**src/rtl/wb_pkg.sv**
```systemverilog
// Shared defaults and types for the writeback queue.
package wb_pkg;

  localparam int unsigned DataWDef = 32;
  localparam int unsigned AddrWDef = 5;

  // Register x0 is hardwired to zero; writes to it are dropped.
  localparam int unsigned RegX0 = 0;

  typedef struct packed {
    logic [AddrWDef-1:0] rd;
    logic [DataWDef-1:0] data;
  } wb_entry_t;

endpackage

```
**src/rtl/wb_fifo.sv**
```systemverilog
// Circular result buffer for the writeback queue. Exposes every slot and its
// valid bit so the parent can search for in-flight destination registers.
module wb_fifo
  import wb_pkg::*;
#(
  parameter int unsigned DEPTH  = 4,
  parameter int unsigned DATA_W = DataWDef,
  parameter int unsigned ADDR_W = AddrWDef
) (
  input  logic                     clk,
  input  logic                     rst,
  input  logic                     push,
  input  logic                     pop,
  input  logic [ADDR_W-1:0]        push_rd,
  input  logic [DATA_W-1:0]        push_data,
  output logic                     full,
  output logic                     empty,
  output logic [$clog2(DEPTH)-1:0] tail,
  output logic [ADDR_W-1:0]        head_rd,
  output logic [DATA_W-1:0]        head_data,
  output logic [DEPTH-1:0]         ent_valid,
  output logic [ADDR_W-1:0]        ent_rd   [DEPTH],
  output logic [DATA_W-1:0]        ent_data [DEPTH]
);

  localparam int unsigned PtrW = $clog2(DEPTH);
  localparam int unsigned CntW = $clog2(DEPTH + 1);

  logic [ADDR_W-1:0] rd_q    [DEPTH];
  logic [DATA_W-1:0] data_q  [DEPTH];
  logic [DEPTH-1:0]  valid_q;
  logic [PtrW-1:0]   head_q, tail_q;
  logic [CntW-1:0]   count_q;
  logic              push_en, pop_en;

  assign full    = (count_q == CntW'(DEPTH));
  assign empty   = (count_q == '0);
  // Guard against overflow/underflow even if the parent misbehaves.
  assign push_en = push && !full;
  assign pop_en  = pop && !empty;

  // Pointer, occupancy and per-slot valid bookkeeping.
  always_ff @(posedge clk) begin
    if (rst) begin
      head_q  <= '0;
      tail_q  <= '0;
      count_q <= '0;
      valid_q <= '0;
    end else begin
      if (push_en) begin
        tail_q          <= tail_q + PtrW'(1);
        valid_q[tail_q] <= 1'b1;
      end
      if (pop_en) begin
        head_q          <= head_q + PtrW'(1);
        valid_q[head_q] <= 1'b0;
      end
      if (push_en && !pop_en) begin
        count_q <= count_q + CntW'(1);
      end else if (pop_en && !push_en) begin
        count_q <= count_q - CntW'(1);
      end
    end
  end

  // Entry payload storage; validity is tracked separately so no reset needed.
  always_ff @(posedge clk) begin
    if (push_en) begin
      rd_q[tail_q]   <= push_rd;
      data_q[tail_q] <= push_data;
    end
  end

  assign tail      = tail_q;
  assign head_rd   = rd_q[head_q];
  assign head_data = data_q[head_q];
  assign ent_valid = valid_q;
  assign ent_rd    = rd_q;
  assign ent_data  = data_q;

endmodule

```
**src/rtl/writeback_queue.sv**
```systemverilog
// Writeback queue: buffers results and drains one per cycle into the register
// file write port, yielding to an external writer. Reports in-flight writes to
// decode. Define WRITEBACK_BYPASS_EN to also forward the youngest value.
module writeback_queue
  import wb_pkg::*;
#(
  parameter int unsigned DEPTH  = 4,
  parameter int unsigned DATA_W = DataWDef,
  parameter int unsigned ADDR_W = AddrWDef
) (
  input  logic              clk,
  input  logic              rst,
  input  logic              in_valid,
  output logic              in_ready,
  input  logic [ADDR_W-1:0] in_rd,
  input  logic [DATA_W-1:0] in_data,
  input  logic              ext_wr_req,
  input  logic [ADDR_W-1:0] ext_rd,
  input  logic [DATA_W-1:0] ext_data,
  output logic              RegWrite,
  output logic [ADDR_W-1:0] rd,
  output logic [DATA_W-1:0] write_data,
  input  logic [ADDR_W-1:0] rs1,
  input  logic [ADDR_W-1:0] rs2,
  output logic              rs1_pending,
  output logic              rs2_pending,
  output logic              rs1_fwd_valid,
  output logic              rs2_fwd_valid,
  output logic [DATA_W-1:0] rs1_fwd_data,
  output logic [DATA_W-1:0] rs2_fwd_data
);

  localparam int unsigned PtrW = $clog2(DEPTH);

  logic                full, empty, push, pop;
  logic [PtrW-1:0]     tail;
  logic [ADDR_W-1:0]   head_rd;
  logic [DATA_W-1:0]   head_data;
  logic [DEPTH-1:0]    ent_valid;
  logic [ADDR_W-1:0]   ent_rd   [DEPTH];
  logic [DATA_W-1:0]   ent_data [DEPTH];

  logic                reg_write_q;
  logic [ADDR_W-1:0]   rd_q;
  logic [DATA_W-1:0]   write_data_q;
  logic                rs1_q_hit, rs2_q_hit;

  // Ready reads high during reset; the fifo's own reset discards the push.
  assign in_ready = rst || !full;
  // x0 results complete the handshake but are never stored.
  assign push     = in_valid && !full && (in_rd != ADDR_W'(RegX0));
  assign pop      = !ext_wr_req && !empty;

  wb_fifo #(
    .DEPTH  (DEPTH),
    .DATA_W (DATA_W),
    .ADDR_W (ADDR_W)
  ) u_fifo (
    .clk       (clk),
    .rst       (rst),
    .push      (push),
    .pop       (pop),
    .push_rd   (in_rd),
    .push_data (in_data),
    .full      (full),
    .empty     (empty),
    .tail      (tail),
    .head_rd   (head_rd),
    .head_data (head_data),
    .ent_valid (ent_valid),
    .ent_rd    (ent_rd),
    .ent_data  (ent_data)
  );

  // Output register: external writer first, then queue head, else idle.
  always_ff @(posedge clk) begin
    if (rst) begin
      reg_write_q  <= 1'b0;
      rd_q         <= '0;
      write_data_q <= '0;
    end else if (ext_wr_req) begin
      reg_write_q  <= (ext_rd != ADDR_W'(RegX0));
      rd_q         <= ext_rd;
      write_data_q <= ext_data;
    end else if (!empty) begin
      reg_write_q  <= 1'b1;
      rd_q         <= head_rd;
      write_data_q <= head_data;
    end else begin
      reg_write_q  <= 1'b0;
    end
  end

  assign RegWrite   = reg_write_q;
  assign rd         = rd_q;
  assign write_data = write_data_q;

  // Search every valid queue slot for the decode source registers.
  always_comb begin
    rs1_q_hit = 1'b0;
    rs2_q_hit = 1'b0;
    for (int i = 0; i < DEPTH; i++) begin
      if (ent_valid[i] && (ent_rd[i] == rs1)) rs1_q_hit = 1'b1;
      if (ent_valid[i] && (ent_rd[i] == rs2)) rs2_q_hit = 1'b1;
    end
  end

  // The output register still counts: register_file commits one edge later.
  assign rs1_pending = (rs1 != ADDR_W'(RegX0)) &&
                       (rs1_q_hit || (reg_write_q && (rd_q == rs1)));
  assign rs2_pending = (rs2 != ADDR_W'(RegX0)) &&
                       (rs2_q_hit || (reg_write_q && (rd_q == rs2)));

`ifdef WRITEBACK_BYPASS_EN
  logic            rs1_fwd_hit, rs2_fwd_hit;
  logic [PtrW-1:0] idx;

  // Walk from newest slot backwards; output register is the oldest fallback.
  always_comb begin
    rs1_fwd_data = write_data_q;
    rs2_fwd_data = write_data_q;
    rs1_fwd_hit  = 1'b0;
    rs2_fwd_hit  = 1'b0;
    idx          = '0;
    for (int k = 0; k < DEPTH; k++) begin
      idx = tail - PtrW'(k) - PtrW'(1);
      if (!rs1_fwd_hit && ent_valid[idx] && (ent_rd[idx] == rs1)) begin
        rs1_fwd_hit  = 1'b1;
        rs1_fwd_data = ent_data[idx];
      end
      if (!rs2_fwd_hit && ent_valid[idx] && (ent_rd[idx] == rs2)) begin
        rs2_fwd_hit  = 1'b1;
        rs2_fwd_data = ent_data[idx];
      end
    end
  end

  assign rs1_fwd_valid = rs1_pending;
  assign rs2_fwd_valid = rs2_pending;
`else
  logic unused_fwd;

  // Forwarding is compiled out; fold the slot data so it is visibly consumed.
  always_comb begin
    unused_fwd = ^tail;
    for (int k = 0; k < DEPTH; k++) begin
      unused_fwd = unused_fwd ^ (^ent_data[k]);
    end
  end

  assign rs1_fwd_valid = 1'b0;
  assign rs2_fwd_valid = 1'b0;
  assign rs1_fwd_data  = '0;
  assign rs2_fwd_data  = '0;
`endif

endmodule

```
**config.mk**
```make
export PLATFORM = sky130hd
export DESIGN_NAME = writeback_queue
export DESIGN_NICKNAME = d
export VERILOG_FILES = /design/src/rtl/wb_pkg.sv /design/src/rtl/wb_fifo.sv /design/src/rtl/writeback_queue.sv
export SDC_FILE = /design/constraint.sdc
export NUM_CORES = 1
export LEC_CHECK = 0
export BUFFER_PORTS_ARGS = -buffer_cell sky130_fd_sc_hd__buf_2
export CAP_MARGIN = 20
export CORE_MARGIN = 8
export CORE_UTILIZATION = 25
export CTS_BUF_LIST = sky130_fd_sc_hd__clkbuf_2
export CTS_CLUSTER_DIAMETER = 40
export DETAILED_ROUTE_END_ITERATION = 8
export PLACE_DENSITY = 0.53
export RECOVER_POWER = 25
export SLEW_MARGIN = 20
export SYNTH_ARGS = -nofsm -noshare
export SYNTH_HDL_FRONTEND = slang
export SYNTH_HIERARCHICAL = 1
export SYNTH_SLANG_ARGS = --single-unit
```
**constraint.sdc**
```tcl
create_clock -name clk -period 4.68 [get_ports clk]
set_input_delay 0.936 -clock clk [delete_from_list [all_inputs] [get_ports clk]]
set_output_delay 0.936 -clock clk [all_outputs]
set_load 0.01 [all_outputs]
```
==> results by group <==
Global routing
  – GRT overflow: 0
  – First-pass GRT wire length: 31900 µm
  – Initial antenna violation count: 6
  – Global Route Usage Sum: 10.1%
  – Largest net degree at the start of global routing: 77
  – Vias in the first global route: 5330

Layout
  – Final net count: 840
  – Share of cells above drive strength 1: 24.9%
  – Area Growth Syn to Fin: 11.3%
  – Final instance area: 0.00987 mm²
  – Fill cell count: 3660

Run
  – Max-Cap Viols: 0

Run status
  – Run status: completed

CTS
  – Total CTS buffers: 17
  – CTS tree: built
  – CTS Hold Bufs: 0
  – Post-CTS sizing: 0
  – Worst-skew pair later-pin latency: 770 ps
  – Root buffer cell: clkbuf_2
  – Setup Fix Bufs, Post-CTS: 0
  – Clock transition at path regs: 310 ps
  – Clock H-tree levels: 4
  – Clk sinks: 197
  – CTS Buffer Depth: 2

Logic synthesis
  – Largest family of logic cells by synthesized area: multiplexers
  – Mux cell area share after synthesis: 14.1%
  – Synth async-reset ratio: 0%
  – Post-synthesis sequential area ratio: 61.2%
  – Yosys top cell by area: edfxtp_1
  – Synth Area in Adders: 1.50%
  – Post-synth top cells: edfxtp_1 (148), nor2_1 (83), buf_4 (70), dfxtp_1 (49)
  – Mapped Area: 0.00887 mm²
  – Post-synthesis area per instance: 14.2 µm²
  – Synth Area in Compound Gates: 3.17%
  – Synth top area cells: edfxtp_1 (50%), dfxtp_1 (11%), mux4_2 (9.4%)
  – FF+latch count, synth: 197
  – Netlist cell types: 35
  – Most frequent cell after synthesis: edfxtp_1
  – EDFF count, synth: 148
  – YS warnings: 6
  – Prevailing post-synth register cell: edfxtp_1
  – Post-synthesis xor/xnor area fraction: 5.23%
  – Cells after synthesis: 624
  – Synth Area in Simple Gates: 6.36%
  – Share of the synthesized area in the top cell type: 50.1%

Routing
  – Via count: 5038
  – DR WL/cell: 17.4 µm
  – DRC: 0
  – DR pass1 iterations: 5
  – DR iter-0 viols: 253
  – Vias/cell: 4.14
  – Routed wire length: 21200 µm
  – Antenna Nets Post-Route: 0

Placed design
  – Hpwl dp: 14900 µm
  – IO buf count: 128
  – Area after DPL: 0.00969 mm²
  – Gpl congestion: 0.801

Power
  – VDD IR max: 0.242 mV
  – Cell Pwr Density: 457 mW/mm²
  – Leak Pwr: 3.68 nW
  – Power Total: 0.00452 W

Floorplanning
  – Boundary Pins: 195
  – Die ar.: 0.0418 mm²
  – Die Wd: 204 µm
  – Die height: 204 µm
  – Cell Rows: 69
  – Starting density of the core: 25.2%
  – Core region area: 0.0352 mm²

Timing
  – Setup Skew: 51.1 ps
  – Final setup vio count: 0
  – Period utilization: 69.4%
  – RSZ-0062 raised after global routing: false
  – Slew headroom: 40.9%
  – Setup_tns: 0 ps
  – Hold Fails Final Rpt: 0
  – Final Max Tran Viols: 0
  – Max Freq: 308 MHz
  – Worst-Margin Slew: 887 ps
  – Final min period: 3250 ps

Worst setup path
  – CP max FO: 3
  – Crit path largest cell delay: 510 ps
  – Slowest CP cell: edfxtp_1
  – CP top delay family: simple AND/OR/NAND/NOR gates
  – WP data arrival: 2310 ps
  – Setup crit end kind: primary output
  – Setup CP Type: reg -> out
  – Crit-path cells: xor2_1, nor4_1, nand3_1, nand3_1, o22a_1, buf_2
  – Critical path buffers and inverters: 1
  – Data required, critical path: 3740 ps
  – Critical Path Source Type: flop
  – Cell mode on critical path: nand3_1

Hold path
  – Hold WC Path Type: in -> reg
==> metrics by stage <==
| stage | utilization [%] | std cells | hold slack [ps] | worst slack (ps) |
|---|---|---|---|---|
| finish | 28.0 | 1217 | 364 | 1430 |
| global route | 28.0 | 1217 | 247 | 1120 |
| global placement | 27.5 | 1184 | 505 | 1440 |
| detailed placement | 27.5 | 1184 | 507 | 1360 |
| CTS | 28.1 | 1215 | 214 | 1280 |
| floorplan | - | 689 | 462 | 1680 |
==> cells in the final DEF (no fill, tap or decap), types with 2 or more instances in the layout <==
master / Yosys / layout
and3_2: 4 / 4
nor2_1: 83 / 83
clkbuf_2: 0 / 19
inv_6: 0 / 5
ha_1: 9 / 9
mux4_2: 37 / 37
clkbuf_1: 10 / 29
buf_2: 15 / 99
conb_1: 1 / 66
xor2_1: 42 / 42
nand2_1: 2 / 2
or4_1: 3 / 3
a21oi_1: 42 / 42
diode_2: 0 / 2
xnor2_1: 11 / 11
nand2b_1: 3 / 3
dfxtp_1: 49 / 47
clkinv_4: 0 / 2
buf_4: 70 / 9
inv_1: 7 / 7
nor4_1: 10 / 10
clkinvlp_4: 0 / 4
nand3_1: 12 / 12
mux2i_1: 40 / 40
edfxtp_1: 148 / 148
o22a_1: 2 / 2
o21a_1: 4 / 4
==> worst paths after layout <==
| check | end | slack [ps] | depth (start not counted) | start |
|---|---|---|---|---|
| min | write_data[8] | 360 | 3 | ext_data[8] |
| min reg2reg | u_fifo/tail[1] | 540 | 2 | u_fifo/tail[1] |
| max reg2reg | u_fifo/count_q[2] | 1870 | 10 | u_fifo/count_q[0] |
| max | rs1_pending | 1430 | 6 | u_fifo/ent_rd[18] |
==> registers in the layout, summed over array words and instances (netlist names) <==
name	cells
RegWrite	1
rd	5
u_fifo/count_q	3
u_fifo/ent_data	128
u_fifo/ent_rd	20
u_fifo/ent_valid	4
u_fifo/head_q	2
u_fifo/tail	2
write_data	32
==> worst min-delay path, delay by kind of cell <==
family / cells / cell delay (ps)
compound gates: 1 / 50
buf+inv: 1 / 80
simple gates: 1 / 70
==> layer usage <==
layer / up-vias / GRT usage (%) / wire [µm]
met3: 27 / 3.11 / 1520
met4: 8 / 3.09 / 273
met5: - / 0 / 50
li1: 2365 / - / -
met1: 2488 / 12.3 / 9210
met2: 150 / 17.0 / 10200
==> where the power goes <==
part	switching [W]	internal, W	total, W
registers	0.000196	0.00215	0.00234
logic	0.000735	0.000649	0.00138
clock network	0.000584	0.000203	0.000787
total	0.00152	0.00300	0.00452
==> logic make-up after synthesis <==
group	after synthesis
flops	197
simple gates	124
buf+inv	110
mux	78
xor+xnor	53
compound gates	51
fa+ha+maj	10
other cells	1
==> cell type report <==
class	count	area, µm²	area share [%]
Sequential cell	197	5430	55.0
Multi-Input combinational cell	382	2940	29.8
Timing Repair Buffer	137	672	6.81
Tap cell	461	577	5.84
Clock inverter	12	121	1.23
Clock buffer	19	95.1	0.963
Inverter	7	26.3	0.266
Antenna cell	2	5.00	0.0507
Power figures use the tool's default switching activity.
